### config.mk
export PLATFORM = sky130hd
export DESIGN_NAME = capture_sequencer
export DESIGN_NICKNAME = d
export VERILOG_FILES = /design/src/rtl/la_pkg.sv /design/src/rtl/bit_sync.sv /design/src/rtl/capture_sequencer.sv
export SDC_FILE = /design/constraint.sdc
export NUM_CORES = 1
export LEC_CHECK = 0
export BUFFER_PORTS_ARGS = -buffer_cell sky130_fd_sc_hd__buf_4
export CAP_MARGIN = 25
export CORE_MARGIN = 2
export CORE_UTILIZATION = 62
export CTS_CLUSTER_DIAMETER = 200
export DETAILED_ROUTE_END_ITERATION = 8
export HOLD_SLACK_MARGIN = 0.1
export PLACE_DENSITY = 0.9
export SLEW_MARGIN = 20
export SYNTH_ARGS = -nofsm -noshare
export SYNTH_HDL_FRONTEND = slang
export SYNTH_SLANG_ARGS = --single-unit
export TNS_END_PERCENT = 50
### constraint.sdc
create_clock -name i_clk -period 5.8 [get_ports i_clk]
set_clock_uncertainty 0.2 [all_clocks]
set_input_delay 0.58 -clock i_clk [delete_from_list [all_inputs] [get_ports i_clk]]
set_output_delay 0.58 -clock i_clk [all_outputs]
set_load 0.02 [all_outputs]
### src/rtl/la_pkg.sv
// Shared logic-analyzer types: capture FSM state encoding and default counter width.
package la_pkg;

  localparam int unsigned CNT_W_DEF = 32;

  typedef enum logic [2:0] {
    IDLE  = 3'd0,
    ARMED = 3'd1,
    RUN   = 3'd2,
    DRAIN = 3'd3,
    DONE  = 3'd4
  } state_e;

endpackage

### src/rtl/bit_sync.sv
// Two-flop synchronizer for single-bit asynchronous analyzer inputs.
module bit_sync (
  input  logic i_clk,
  input  logic i_rst_n,
  input  logic i_d,
  output logic o_q
);

  logic meta_q;
  logic sync_q;

  // Two-stage shift toward the i_clk domain.
  always_ff @(posedge i_clk or negedge i_rst_n) begin
    if (!i_rst_n) begin
      meta_q <= 1'b0;
      sync_q <= 1'b0;
    end else begin
      meta_q <= i_d;
      sync_q <= meta_q;
    end
  end

  assign o_q = sync_q;

endmodule

### src/rtl/capture_sequencer.sv
// Capture run sequencer: start/trigger/run/drain/done FSM with a step prescaler
// and a saturating step counter; the limiter's stop flag ends the run.
module capture_sequencer
  import la_pkg::*;
#(
  parameter int unsigned CNT_W = CNT_W_DEF
) (
  input  logic             i_clk,
  input  logic             i_rst_n,
  input  logic             i_start,
  input  logic             i_abort,
  input  logic             do_trigger,
  input  logic             i_trigger,
  input  logic [CNT_W-1:0] divider,
  input  logic             i_stop,
  output logic             o_run,
  output logic             o_step,
  output logic             o_busy,
  output logic             o_done,
  output logic [CNT_W-1:0] o_step_count
);

  state_e           state_q;
  logic [CNT_W-1:0] div_q;
  logic [CNT_W-1:0] presc_q;
  logic [CNT_W-1:0] count_q;
  logic [CNT_W-1:0] presc_d;
  logic [CNT_W-1:0] count_d;
  logic             run_q;
  logic             step_q;
  logic             busy_q;
  logic             done_q;
  logic             stop_s;
  logic             wrap_s;

  function automatic logic [CNT_W-1:0] sat_inc(input logic [CNT_W-1:0] v);
    return (&v) ? v : v + CNT_W'(1);
  endfunction

  bit_sync u_stop_sync (
    .i_clk   (i_clk),
    .i_rst_n (i_rst_n),
    .i_d     (i_stop),
    .o_q     (stop_s)
  );

  // Prescaler wrap detection and next values for the RUN datapath.
  always_comb begin
    wrap_s  = (presc_q == div_q);
    presc_d = wrap_s ? '0 : presc_q + CNT_W'(1);
    count_d = sat_inc(count_q);
  end

  // Capture FSM with registered outputs; abort overrides every other transition.
  always_ff @(posedge i_clk or negedge i_rst_n) begin
    if (!i_rst_n) begin
      state_q <= IDLE;
      div_q   <= '0;
      presc_q <= '0;
      count_q <= '0;
      run_q   <= 1'b0;
      step_q  <= 1'b0;
      busy_q  <= 1'b0;
      done_q  <= 1'b0;
    end else if (i_abort) begin
      state_q <= IDLE;
      run_q   <= 1'b0;
      step_q  <= 1'b0;
      busy_q  <= 1'b0;
      done_q  <= 1'b0;
    end else begin
      step_q <= 1'b0;
      done_q <= 1'b0;
      case (state_q)
        IDLE: begin
          if (i_start) begin
            div_q   <= divider;
            presc_q <= '0;
            count_q <= '0;
            busy_q  <= 1'b1;
            if (do_trigger) begin
              state_q <= ARMED;
            end else begin
              state_q <= RUN;
              run_q   <= 1'b1;
            end
          end
        end
        ARMED: begin
          if (i_trigger) begin
            state_q <= RUN;
            run_q   <= 1'b1;
            presc_q <= '0;
          end
        end
        RUN: begin
          // A stop seen on a wrap cycle wins, so that step is neither issued nor counted.
          if (stop_s) begin
            state_q <= DRAIN;
            run_q   <= 1'b0;
          end else begin
            presc_q <= presc_d;
            if (wrap_s) begin
              step_q  <= 1'b1;
              count_q <= count_d;
            end
          end
        end
        DRAIN: begin
          if (!stop_s) begin
            state_q <= DONE;
            done_q  <= 1'b1;
          end
        end
        DONE: begin
          state_q <= IDLE;
          busy_q  <= 1'b0;
        end
        default: begin
          state_q <= IDLE;
          run_q   <= 1'b0;
          busy_q  <= 1'b0;
        end
      endcase
    end
  end

  assign o_run        = run_q;
  assign o_step       = step_q;
  assign o_busy       = busy_q;
  assign o_done       = done_q;
  assign o_step_count = count_q;

endmodule

==> flow_summary_export.csv <==
group,metric,value,unit
outcome,status,"finished, final reports clean",
cts,clkLatencyLatePin,370,ps
worst_setup_path,worstRegToRegCells,6,
layout,fin_nets,653,
sta,rsz0062_at_grt,"no",
pwr,ir_drop,0.199,mV
floorplan,rows,34,
worst_setup_path,cpLargestDelayFamily,"simple AND/OR/NAND/NOR gates",
floorplan,coreArea,8680,um2
pwr,pwr-share-clk,25.8,%
pwr,power_frac_comb,23.9,%
worst_setup_path,cp_num_buf_inv,1,
worst_setup_path,worstPathCellList,"nand3_1, nor3_1, nand4_2, nand3_2, buf_4, mux2_2",
synth,synth-seq-cells,105,
global_route,grt_max_degree,56,
worst_setup_path,crit_type,"reg2reg",
pwr,power.switching,627,uW
sta,totalNegativeSetupSlack,0,ps
worst_setup_path,path_max_fanout,34,
sta,max_freq,301,MHz
min_path,hold_depth,0,
sta,period_minus_slack,3320,ps
routing,drt_iter0_drc,326,
pwr,p_leak,2.66,nW
worst_setup_path,slowest_delay,760,ps
sta,timing_hold_violations_final,0,
global_route,antenna_found_initial,0,
synth,yosysWarningCount,0,
worst_setup_path,path_depth,6,
min_path,hold_class,"reg2reg",
placement,port_buffers,74,
synth,synth_area_per_cell,10.2,um2
cts,clockBufferDepth,2,
global_route,track_usage,27.8,%
cts,cts_inserted_buffers,9,
global_route,grt_remaining_overflow,0,
synth,synth_nets,587,
cts,path_clk_slew,100,ps
sta,maxSlewViolCount,0,
floorplan,num_io_pins,75,
placement,dp_hpwl,9240,um
placement,dp_slack,2470,ps
placement,place_area,6120,um2
worst_setup_path,required,5870,ps
cts,htree_levels,3,
synth,async_flop_share,100,%
sta,setup_viol,0,
synth,synth_edf_count,0,
routing,vias_per_cell,6.51,
floorplan,start_util,63.9,%
routing,via_count,4717,
layout,fin_cells,725,
worst_setup_path,worstPathArrival,3390,ps
routing,drc,0,
sta,setup_ws,2480,ps
cts,clkSinkCount,105,
cts,cts_tree,"done",
pwr,swShare,31.5,%
synth,yosysTopAreaCell,"dfrtp_1",
layout,antenna_cells,0,
floorplan,die_w,98.6,um
layout,final_area,6390,um2
pwr,power,1.99,mW
floorplan,fp.dieH,98.6,um
routing,ant_nets,0,
layout,drive_above_1_share,23.3,%
cts,cts_setup_buffers,0,
cts,root_buffer,"clkbuf_8",
worst_setup_path,critPathSlowestCell,"nor3_1",
synth,syn_inst,546,
synth,synth_area_leaders,"dfrtp_1, xnor2_1, mux2_2",
run,drv_cap,0,
synth,synthFlopType,"dfrtp_1",
pwr,p_int,1.36,mW
pwr,pwr_density_cell,311,nW/um2
pwr,seqPwrFrac,50.3,%
routing,drtPass1Iterations,7,
synth,synth.top_cell.area_share,47.4,%
sta,tightest_slew,978,ps
synth,synth.distinct_cells,51,
synth,ys_seq_area_share,47.4,%
placement,place_congestion,0.880,
sta,hold-worst-slack,162,ps
worst_setup_path,crit_path_end_kind,"register",
sta,relSlewSlack,34.5,%
synth,syn_area,5550,um2
global_route,grt_pass1_vias,4563,
routing,wl,13200,um
global_route,grt_pass1_wl,22000,um
routing,routedWlPerCell,18.2,um
layout,fin_util,73.6,%
worst_setup_path,start_kind,"register",
sta,period_share,57.3,%
layout,area_delta_synth_final,15.2,%
floorplan,dieArea,9720,um2
placement,post-place-cells,705,
==> layer usage <==
layer	track usage [%]	vias up	share of wire, %
met5	0	-	0
met4	12.9	0	3.3
met3	5.25	37	7.4
met2	45.0	237	49
met1	36.4	2281	41
li1	-	2162	-
==> repair_timing <==
action	in CTS	in global routing
hold endpoints to repair	51	0
resized for setup	0	0
hold buffers	2	0
==> sequential cells by signal, indices dropped and copies added, names as in the netlist <==
register	flops
o_step_count	32
o_done	1
u_stop_sync.meta_q	1
u_stop_sync.o_q	1
o_busy	1
state_q	3
div_q	32
o_run	1
o_step	1
presc_q	32
==> cells in the mapped netlist (all sizes together) (4+ instances only) <==
library cell	number
a21oi	10
and2	4
and3	6
buf	15
clkbuf	12
dfrtp	105
inv	18
mux2	32
nand2	47
nand3	32
nand4	26
nor2	33
nor3	11
nor4	20
o211ai	24
o21a	8
o21ai	25
o31ai	27
o41ai	4
xnor2	42
xor2	4
==> cell type report <==
type                       count  area (um2)
fill                         594        2290
multi-input combinational    396        2710
inverter                      18        67.6
sequential                   105        2630
tap                          108         135
clock inverter                 7         101
timing repair buffer          82         624
clock buffer                   9         124
==> path summary, 6_finish.rpt <==
check / startpoint / to / slack, ps
worst max-delay path: o_step_count[16] / div_q[27] / 2480
worst min-delay path: u_stop_sync.meta_q / u_stop_sync.o_q / 160
worst max register to register: o_step_count[16] / div_q[27] / 2480
worst min register to register: u_stop_sync.meta_q / u_stop_sync.o_q / 160
max in group asynchronous: i_rst_n / presc_q[3] / 3670
min in group asynchronous: i_rst_n / o_step_count[27] / 550
==> cell families after synthesis <==
group | share of synthesized area (%)
XOR/XNOR | 7.26
AND/OR/NAND/NOR | 19.9
buffers and inverters | 3.88
flip-flops | 47.4
adder cells (fa/ha/maj) | 0.451
multiplexers | 6.68
AO/OA/AOI/OAI | 14.5
==> cells in the final DEF, fill, tap and decap left out, types with 11 or more instances in the layout <==
master | Yosys | layout
buf_4 | 3 | 79
nand2_1 | 47 | 47
nor3_1 | 11 | 11
nor4_1 | 14 | 14
nand4_1 | 24 | 24
o211ai_1 | 24 | 24
o21ai_0 | 24 | 23
nor2_1 | 31 | 31
nand3_1 | 30 | 29
o31ai_1 | 27 | 27
dfrtp_1 | 105 | 105
xnor2_1 | 42 | 42
mux2_2 | 32 | 32
inv_1 | 18 | 18
==> power groups by stage <==
stage | combinational (mW) | sequential, mW | clock, mW
floorplan | 0.353 | 0.974 | 0
global placement | 0.451 | 1.00 | 0
detailed placement | 0.472 | 1.01 | 0
CTS | 0.476 | 0.998 | 0.517
global route | 0.521 | 1.02 | 0.545
finish | 0.476 | 1.00 | 0.513
No activity file was read; power rests on OpenSTA's default activity.
